[config.mk]
export PLATFORM = sky130hd
export DESIGN_NAME = vc_assoc_controller
export DESIGN_NICKNAME = d
export VERILOG_FILES = /design/src/rtl/cache_def.sv /design/src/rtl/adder_32bit.sv /design/src/rtl/vc_rr_victim_sel.sv /design/src/rtl/vc_assoc_controller.sv
export SDC_FILE = /design/constraint.sdc
export NUM_CORES = 2
export LEC_CHECK = 0
export ABC_CLOCK_PERIOD_IN_PS = 37300
export BUFFER_PORTS_ARGS = -buffer_cell sky130_fd_sc_hd__buf_4
export CAP_MARGIN = 10
export CORE_MARGIN = 10
export CORE_UTILIZATION = 35
export DETAILED_ROUTE_END_ITERATION = 8
export GPL_ROUTABILITY_DRIVEN = 0
export PLACE_DENSITY = 0.57
export SETUP_SLACK_MARGIN = 0.15
export SLEW_MARGIN = 5
export SYNTH_ARGS = -nofsm -noshare
export SYNTH_HDL_FRONTEND = slang
export SYNTH_HIERARCHICAL = 1
export SYNTH_SLANG_ARGS = --single-unit
[constraint.sdc]
create_clock -name clk_i -period 37.3 [get_ports clk_i]
set_clock_uncertainty 0.05 [all_clocks]
set_input_delay 1.865 -clock clk_i [delete_from_list [all_inputs] [get_ports clk_i]]
set_output_delay 1.865 -clock clk_i [all_outputs]
set_load 0.01 [all_outputs]
[src/rtl/cache_def.sv]
// Shared cache definitions used by the victim cache controller.
//   - Width constants for address, line offset, tag and line data.
//   - vc_assoc_entry_type  : one fully-associative storage line.
//   - vc_lookup_rsp_type   : registered lookup response.
//   - vc_wb_req_type       : one-entry writeback buffer contents.
//   - vc_flush_state_type  : controller FSM states.
//   - vc_line_addr()       : rebuilds a line-aligned address from a tag.
package cache_def;

  localparam int VC_ADDR_W   = 32;
  localparam int VC_OFFSET_W = 4;
  localparam int VC_LINE_W   = 128;
  localparam int VC_TAG_W    = VC_ADDR_W - VC_OFFSET_W;

  typedef struct packed {
    logic                 valid;
    logic                 dirty;
    logic [VC_TAG_W-1:0]  tag;
    logic [VC_LINE_W-1:0] data;
  } vc_assoc_entry_type;

  typedef struct packed {
    logic                 valid;
    logic                 hit;
    logic                 dirty;
    logic [VC_LINE_W-1:0] data;
  } vc_lookup_rsp_type;

  typedef struct packed {
    logic                 valid;
    logic [VC_ADDR_W-1:0] addr;
    logic [VC_LINE_W-1:0] data;
  } vc_wb_req_type;

  typedef enum logic [1:0] {
    ST_RUN     = 2'd0,
    ST_FL_SCAN = 2'd1,
    ST_FL_WB   = 2'd2
  } vc_flush_state_type;

  function automatic logic [VC_ADDR_W-1:0] vc_line_addr(input logic [VC_TAG_W-1:0] tag);
    return {tag, {VC_OFFSET_W{1'b0}}};
  endfunction

endpackage

[src/rtl/adder_32bit.sv]
// Plain 32-bit adder shared by the statistics counters.
//   a, b : operands
//   sum  : a + b, wrapping modulo 2^32
module adder_32bit (
  input  logic [31:0] a,
  input  logic [31:0] b,
  output logic [31:0] sum
);

  assign sum = a + b;

endmodule

[src/rtl/vc_rr_victim_sel.sv]
// Victim slot selector for the fully-associative victim cache.
// Picks the lowest-index invalid slot; when every slot is valid it falls back
// to a round-robin pointer and raises need_replace.
//   clk, rst     : clock, asynchronous active-high reset
//   valid        : per-slot valid bits of the current storage
//   advance      : step the round-robin pointer (a replacement was committed)
//   slot_idx     : chosen slot
//   need_replace : no free slot, slot_idx points at a line to be displaced
module vc_rr_victim_sel #(
  parameter int ENTRIES = 4,
  parameter int IDX_W   = $clog2(ENTRIES)
) (
  input  logic               clk,
  input  logic               rst,
  input  logic [ENTRIES-1:0] valid,
  input  logic               advance,
  output logic [IDX_W-1:0]   slot_idx,
  output logic               need_replace
);

  logic [IDX_W-1:0] rr_ptr;
  logic [IDX_W-1:0] free_idx;
  logic             free_found;

  // NOTE: every variable gets a default at the top of an always_comb so no
  // path leaves it unassigned, which would otherwise infer a latch.
  always_comb begin
    free_found = 1'b0;
    free_idx   = '0;
    // Scan downwards so the lowest free index is the last one written.
    for (int i = ENTRIES - 1; i >= 0; i--) begin
      if (!valid[i]) begin
        free_found = 1'b1;
        free_idx   = IDX_W'(i);
      end
    end
  end

  assign need_replace = !free_found;
  assign slot_idx     = free_found ? free_idx : rr_ptr;

  // NOTE: state registers use non-blocking assignments so every flop samples
  // the pre-edge values regardless of process evaluation order.
  always_ff @(posedge clk or posedge rst) begin
    if (rst) begin
      rr_ptr <= '0;
    end else if (advance) begin
      // ENTRIES is a power of two, so natural wrap is modulo ENTRIES.
      rr_ptr <= rr_ptr + IDX_W'(1);
    end
  end

endmodule

[src/rtl/vc_assoc_controller.sv]
// Fully-associative victim cache controller between L1 and the next level.
//   clk_i, rst_i        : clock, asynchronous active-high reset
//   lookup_*            : L1 miss lookup; registered response on rsp_*
//                         (a hit moves the line back to L1 and frees the slot)
//   evict_*             : L1 victim insert; a hit in the same cycle swaps slots
//   wb_*                : one-entry writeback buffer toward memory
//   flush_i/flush_done_o: write back every dirty line, then invalidate all
//   occupancy_o         : registered count of valid lines
//   no_acc/hit/miss/wb_o: wrapping statistics counters
// Tag, address and line widths must match the cache_def storage types.
// Reset during a flush or pending writeback discards the buffered line.
module vc_assoc_controller
  import cache_def::*;
#(
  parameter int ENTRIES  = 4,
  parameter int ADDR_W   = VC_ADDR_W,
  parameter int OFFSET_W = VC_OFFSET_W,
  parameter int LINE_W   = VC_LINE_W,
  parameter int CNT_W    = 32
) (
  input  logic                      clk_i,
  input  logic                      rst_i,
  input  logic                      lookup_valid_i,
  input  logic [ADDR_W-1:0]         lookup_addr_i,
  output logic                      lookup_ready_o,
  output logic                      rsp_valid_o,
  output logic                      rsp_hit_o,
  output logic [LINE_W-1:0]         rsp_data_o,
  output logic                      rsp_dirty_o,
  input  logic                      evict_valid_i,
  input  logic [ADDR_W-1:0]         evict_addr_i,
  input  logic [LINE_W-1:0]         evict_data_i,
  input  logic                      evict_dirty_i,
  output logic                      evict_ready_o,
  output logic                      wb_valid_o,
  output logic [ADDR_W-1:0]         wb_addr_o,
  output logic [LINE_W-1:0]         wb_data_o,
  input  logic                      wb_ready_i,
  input  logic                      flush_i,
  output logic                      flush_done_o,
  output logic [$clog2(ENTRIES):0]  occupancy_o,
  output logic [CNT_W-1:0]          no_acc_o,
  output logic [CNT_W-1:0]          no_hit_o,
  output logic [CNT_W-1:0]          no_miss_o,
  output logic [CNT_W-1:0]          no_wb_o
);

  localparam int IDX_W = $clog2(ENTRIES);
  localparam int OCC_W = IDX_W + 1;
  localparam int TAG_W = ADDR_W - OFFSET_W;

  vc_flush_state_type state_q, state_d;
  vc_assoc_entry_type entries_q [ENTRIES];
  vc_assoc_entry_type entries_d [ENTRIES];
  vc_wb_req_type      wb_q, wb_d;
  vc_lookup_rsp_type  rsp_q, rsp_d;
  logic [IDX_W-1:0]   scan_idx_q;
  logic               flush_done_q, done_d;
  logic [OCC_W-1:0]   occ_q, occ_d;
  logic               scan_wb, scan_clr, scan_adv;

  logic [TAG_W-1:0]   lookup_tag, evict_tag;
  logic               lk_fire, ev_fire, wb_fire;
  logic               hit_found, same_found;
  logic [IDX_W-1:0]   hit_idx, same_idx, tgt_idx;
  logic               new_dirty;
  logic [ENTRIES-1:0] valid_vec;
  logic [IDX_W-1:0]   sel_idx;
  logic               need_replace, rr_advance;

  logic [CNT_W-1:0]   cnt_q   [4];
  logic [CNT_W-1:0]   cnt_sum [4];
  logic [3:0]         cnt_inc;

  logic unused_offset_bits;
  assign unused_offset_bits = ^{lookup_addr_i[OFFSET_W-1:0], evict_addr_i[OFFSET_W-1:0]};

  assign lookup_tag = lookup_addr_i[ADDR_W-1:OFFSET_W];
  assign evict_tag  = evict_addr_i[ADDR_W-1:OFFSET_W];
  assign lk_fire    = lookup_valid_i && lookup_ready_o;
  assign ev_fire    = evict_valid_i && evict_ready_o;
  assign wb_fire    = wb_q.valid && wb_ready_i;

  // Tag match against the pre-update storage for both request ports.
  always_comb begin
    hit_found  = 1'b0;
    hit_idx    = '0;
    same_found = 1'b0;
    same_idx   = '0;
    valid_vec  = '0;
    for (int i = 0; i < ENTRIES; i++) begin
      valid_vec[i] = entries_q[i].valid;
      if (entries_q[i].valid && entries_q[i].tag == lookup_tag && !hit_found) begin
        hit_found = 1'b1;
        hit_idx   = IDX_W'(i);
      end
      if (entries_q[i].valid && entries_q[i].tag == evict_tag && !same_found) begin
        same_found = 1'b1;
        same_idx   = IDX_W'(i);
      end
    end
  end

  vc_rr_victim_sel #(.ENTRIES(ENTRIES)) u_victim_sel (
    .clk          (clk_i),
    .rst          (rst_i),
    .valid        (valid_vec),
    .advance      (rr_advance),
    .slot_idx     (sel_idx),
    .need_replace (need_replace)
  );

  // Flush FSM: next state, handshake readiness and scan actions.
  always_comb begin
    state_d        = state_q;
    lookup_ready_o = (state_q == ST_RUN);
    evict_ready_o  = (state_q == ST_RUN) && !wb_q.valid;
    scan_wb        = 1'b0;
    scan_clr       = 1'b0;
    scan_adv       = 1'b0;
    done_d         = 1'b0;
    unique case (state_q)
      ST_RUN: begin
        if (flush_i) state_d = ST_FL_SCAN;
      end
      ST_FL_SCAN: begin
        if (entries_q[scan_idx_q].valid && entries_q[scan_idx_q].dirty) begin
          // A leftover writeback from normal operation must drain first.
          if (!wb_q.valid) begin
            scan_wb  = 1'b1;
            scan_clr = 1'b1;
            state_d  = ST_FL_WB;
          end
        end else if (entries_q[scan_idx_q].valid) begin
          scan_clr = 1'b1;
        end else if (scan_idx_q == IDX_W'(ENTRIES - 1)) begin
          if (!wb_q.valid) begin
            state_d = ST_RUN;
            done_d  = 1'b1;
          end
        end else begin
          scan_adv = 1'b1;
        end
      end
      ST_FL_WB: begin
        if (wb_fire) begin
          if (scan_idx_q == IDX_W'(ENTRIES - 1)) begin
            state_d = ST_RUN;
            done_d  = 1'b1;
          end else begin
            scan_adv = 1'b1;
            state_d  = ST_FL_SCAN;
          end
        end
      end
      default: state_d = ST_RUN;
    endcase
  end

  always_ff @(posedge clk_i or posedge rst_i) begin
    if (rst_i) state_q <= ST_RUN;
    else       state_q <= state_d;
  end

  // Storage, writeback buffer and response next-state.
  always_comb begin
    entries_d  = entries_q;
    wb_d       = wb_q;
    rsp_d      = '0;
    rr_advance = 1'b0;
    tgt_idx    = '0;
    new_dirty  = 1'b0;
    occ_d      = '0;

    if (wb_fire) wb_d.valid = 1'b0;

    if (lk_fire) begin
      rsp_d.valid = 1'b1;
      rsp_d.hit   = hit_found;
      if (hit_found) begin
        rsp_d.dirty = entries_q[hit_idx].dirty;
        rsp_d.data  = entries_q[hit_idx].data;
        // The line returns to L1, which keeps the two levels exclusive.
        entries_d[hit_idx].valid = 1'b0;
      end
    end

    if (ev_fire) begin
      if (lk_fire && hit_found) begin
        tgt_idx   = hit_idx;
        new_dirty = evict_dirty_i;
      end else if (same_found) begin
        tgt_idx   = same_idx;
        new_dirty = evict_dirty_i | entries_q[same_idx].dirty;
      end else begin
        tgt_idx    = sel_idx;
        new_dirty  = evict_dirty_i;
        rr_advance = need_replace;
        // evict_ready_o guarantees the buffer is empty here.
        if (need_replace && entries_q[sel_idx].dirty) begin
          wb_d.valid = 1'b1;
          wb_d.addr  = vc_line_addr(entries_q[sel_idx].tag);
          wb_d.data  = entries_q[sel_idx].data;
        end
      end
      entries_d[tgt_idx] = '{valid: 1'b1, dirty: new_dirty, tag: evict_tag, data: evict_data_i};
    end

    if (scan_wb) begin
      wb_d.valid = 1'b1;
      wb_d.addr  = vc_line_addr(entries_q[scan_idx_q].tag);
      wb_d.data  = entries_q[scan_idx_q].data;
    end
    if (scan_clr) entries_d[scan_idx_q].valid = 1'b0;

    for (int i = 0; i < ENTRIES; i++) occ_d = occ_d + OCC_W'(entries_d[i].valid);
  end

  assign cnt_inc = {wb_fire, lk_fire && !hit_found, lk_fire && hit_found, lk_fire};

  for (genvar g = 0; g < 4; g++) begin : g_cnt
    if (CNT_W == 32) begin : g_add32
      adder_32bit u_add (
        .a   (cnt_q[g]),
        .b   ({31'd0, cnt_inc[g]}),
        .sum (cnt_sum[g])
      );
    end else begin : g_add
      assign cnt_sum[g] = cnt_q[g] + CNT_W'(cnt_inc[g]);
    end
  end

  // NOTE: the storage is a handful of flops, so it is fully reset; a RAM-based
  // array would reset only the valid bits and leave tag/data uninitialised.
  always_ff @(posedge clk_i or posedge rst_i) begin
    if (rst_i) begin
      for (int i = 0; i < ENTRIES; i++) entries_q[i] <= '0;
      for (int i = 0; i < 4; i++) cnt_q[i] <= '0;
      wb_q         <= '0;
      rsp_q        <= '0;
      scan_idx_q   <= '0;
      flush_done_q <= 1'b0;
      occ_q        <= '0;
    end else begin
      entries_q    <= entries_d;
      cnt_q        <= cnt_sum;
      wb_q         <= wb_d;
      rsp_q        <= rsp_d;
      flush_done_q <= done_d;
      occ_q        <= occ_d;
      if (state_q == ST_RUN) scan_idx_q <= '0;
      else if (scan_adv)     scan_idx_q <= scan_idx_q + IDX_W'(1);
    end
  end

  assign rsp_valid_o  = rsp_q.valid;
  assign rsp_hit_o    = rsp_q.hit;
  assign rsp_dirty_o  = rsp_q.dirty;
  assign rsp_data_o   = rsp_q.data;
  assign wb_valid_o   = wb_q.valid;
  assign wb_addr_o    = wb_q.addr;
  assign wb_data_o    = wb_q.data;
  assign flush_done_o = flush_done_q;
  assign occupancy_o  = occ_q;
  assign no_acc_o     = cnt_q[0];
  assign no_hit_o     = cnt_q[1];
  assign no_miss_o    = cnt_q[2];
  assign no_wb_o      = cnt_q[3];

endmodule

==> metrics.csv <==
metric;value;unit
sw power;2.41;mW
Synth Instances;4733;
Yosys top cell area share;0.455;
Logic pwr share;0.441;
Die ar.;183000;um2
number of remaining DRC errors;0;
CP max-delay cell;o21ai_1;
Synth warnings;6;
CTS buffer count;132;
Worst Path Required;37.93;ns
Area Growth Syn to Fin;19.3;%
Clk pwr share;0.212;
layout cells sized above 1;0.271;
Mean Syn Cell Area;12.3;um2
Bufs on Longest Clock Path;3;
CTS Hold Bufs;0;
GRT Total Usage;0.207;
Synth Register Bits;1058;
final setup fails;0;
Final Power;6.33;mW
Worst Hold Path EP;u_victim_sel/rr_ptr[1]$_DFFE_PP0P_;
Reg2Reg Capture Point;entries_q[160]$_DFFE_PP0P_;
final std cells w/o fill;7602;
post-DP HPWL;126;mm
DR vias;42500;
leading area contributor after synthesis;dfrtp_1;
Fin. Hold Viols;0;
ranking of synthesized cells by area;dfrtp_1 45%, mux4_2 12%, mux2_1 8.0%, mux2_2 4.1%, xnor2_1 3.1%;
Slew Limit Fails;0;
iteration-0 DRC count of the detailed router;3295;
most frequent CP cell;buf_4;
drt via density;5.59;
Critical Path End Type;flip-flop;
FF-to-FF setup slack;30.73;ns
main flop type after synthesis;dfrtp_1;
Clock Latency Late Sink;0.81;ns
Antenna Nets Post-Route;0;
Post-CTS Setup Repair Bufs;0;
CTS H-tree depth;4;
worst r2r src;entries_q[135]$_DFFE_PP0P_;
Worst-Margin Slew;1.10;ns
root buffer cell;clkbuf_16;
PortBufs;612;
Post-synth EDFFs;0;
CTS resizes;0;
grt peak-use layer;met2;
met2 global-route usage;0.344;
CTS tree;done;
Hold Crit Start;u_victim_sel/rr_ptr[1]$_DFFE_PP0P_;
first-pass GRT wire length;291;mm
Slew HR;0.266;
Final Cycle Share;0.195;
Critical Path Max Stage Delay;1.03;ns
DR WL/cell;25.7;um
pwr dens;91.2;nW/um2
gr ovfl total;0;
critical-path cell list;buf_4 -> xnor2_1 -> nand4_1 -> nor4_1 -> nand2_1 -> nand2_1 -> nand3_4 -> o21ai_1 -> nand2b_4 -> buf_4 -> buf_4 -> mux2_1;
crit path DAT;7.90;ns
met3 Track Usage GR;0.0467;
Clk pin slew, worst setup/hold paths;0.05;ns
IO Count;625;
status;finished clean;
Crit Path Category;in -> reg;
Seq/Total Area, Yosys;0.455;
worst reg-to-reg path cell count;11;
placed insts;7347;
met1 GRT Util;0.257;
Crit Path Max Fanout;45;
worst hold path class;reg -> reg;
startpoint types;input pin;
f_max;137;MHz
1st-pass router iterations;5;
VDD IR max;0.0491;mV
core area;165000;um2
Distinct cells, synth;80;
top cells by count, synth;1058 x dfrtp_1, 415 x mux2_1, 412 x nand2_1, 315 x mux4_2, 255 x a21oi_1;
Lkg Pwr;29.4;nW
switching share of power;0.380;
final WL;195;mm
FP Rows;149;
cell with the most instances after synthesis;dfrtp_1;
Initial Utilization;0.353;
layout net count;5630;
Hold Path Depth;1;
FFs w/ async S/R, synth;1.00;
pin count of the biggest net entering global routing;182;
die height;428;um
Reg power frac;0.347;
internal power;3.93;mW
RSZ-0062 raised after global routing;no;
worst hold slack;0.459;ns
synthesized area;58200;um2
MaxCap Viol Count;0;
Fin Setup TNS;0;ns
initial antenna violation count;32;
vias in the first global route;43500;
CTS sink cnt;1058;
Chip Width;428;um
post-layout min period;7.28;ns
==> layer usage <==
layer,up-vias,routed length [um]
li1,18700,-
met1,22000,80200
met2,1368,94400
met3,387,11900
met4,20,8670
met5,-,153
==> worst max-delay path, delay by kind of cell <==
family          cells  cell delay, ns
compound gates      1            1.03
simple gates        6            2.79
buf+inv             3            1.25
mux                 1            0.43
xor+xnor            1            0.36
==> metrics by stage <==
| step | instance area, um2 | setup slack (ns) | util |
|---|---|---|---|
| 2_1_floorplan | 58700 | 5.66 | - |
| 3_3_place_gp | 64900 | 29.46 | 0.393 |
| 3_5_place_dp | 64900 | 29.43 | 0.393 |
| 4_1_cts | 69400 | 30.31 | 0.420 |
| 5_1_grt | 69500 | 30.02 | 0.421 |
| 6_report | 69500 | 30.02 | 0.421 |
==> worst max-delay path by stage <==
| stage | start | endpoint | slack (ns) | cells after the start |
|---|---|---|---|---|
| 4_1_cts | lookup_addr_i[11] | entries_q[191]$_DFFE_PP0P_ | 30.31 | 12 |
| 3_5_place_dp | lookup_addr_i[11] | entries_q[207]$_DFFE_PP0P_ | 29.43 | 12 |
| 2_1_floorplan | rst_i | entries_q[0]$_DFFE_PP0P_ | 5.66 | 1 |
| 3_3_place_gp | lookup_addr_i[11] | entries_q[207]$_DFFE_PP0P_ | 29.46 | 12 |
| 5_1_grt | lookup_addr_i[5] | entries_q[207]$_DFFE_PP0P_ | 30.02 | 12 |
| 6_report | lookup_addr_i[11] | entries_q[160]$_DFFE_PP0P_ | 30.02 | 12 |
==> cell type report <==
cell class | count | area (um2)
fill | 15600 | 95700
multi-input combinational | 3398 | 30400
sequential | 1058 | 26500
timing repair buffer | 666 | 5100
clock buffer | 201 | 3970
tap | 2189 | 2740
clock inverter | 33 | 591
inverter | 36 | 143
antenna | 21 | 52.6
==> sequential cells by signal, summed over array words and instances, names as in the netlist <==
signal / cells
entries_q: 632
rsp_data_o: 128
wb_data_o: 128
no_acc_o: 32
no_hit_o: 32
no_miss_o: 32
no_wb_o: 32
wb_addr_o: 28
occupancy_o: 3
scan_idx_q: 2
state_q: 2
u_victim_sel/rr_ptr: 2
flush_done_o: 1
rsp_dirty_o: 1
rsp_hit_o: 1
rsp_valid_o: 1
wb_valid_o: 1
==> placed cells by master, fill, tap and decap left out, types with 34 or more instances in the layout <==
master and count:
nand2_1 411, mux2_1 415, o21ai_0 60, xor2_1 137, a21oi_1 254, dfrtp_1 1056, clkbuf_8 34, buf_4 658
mux4_2 315, nand4_1 68, mux2_2 214, nor2_1 214, a21o_1 66, o221ai_1 136, mux2i_1 135, clkbuf_16 135
ha_1 134, conb_1 132, xnor2_1 204, inv_1 35, nand3_1 50, a31oi_1 169
==> power groups by stage <==
stage / registers (mW) / clock network (mW) / logic [mW]
final: 2.20 / 1.34 / 2.80
after global placement: 2.18 / 0 / 2.75
after detailed placement: 2.21 / 0 / 2.78
after floorplan: 2.09 / 0 / 2.01
after global routing: 2.27 / 1.42 / 3.05
after CTS: 2.19 / 1.38 / 2.79
==> logic make-up after synthesis <==
group / after synthesis / synth area share
AO/OA/AOI/OAI: 825 / 0.0963
adder cells (fa/ha/maj): 139 / 0.0305
buffers and inverters: 408 / 0.0337
other: 1 / 0.0000644
flip-flops: 1058 / 0.455
XOR/XNOR: 341 / 0.0513
multiplexers: 1079 / 0.267
AND/OR/NAND/NOR: 882 / 0.0670
(Power assumes the default switching activity.)
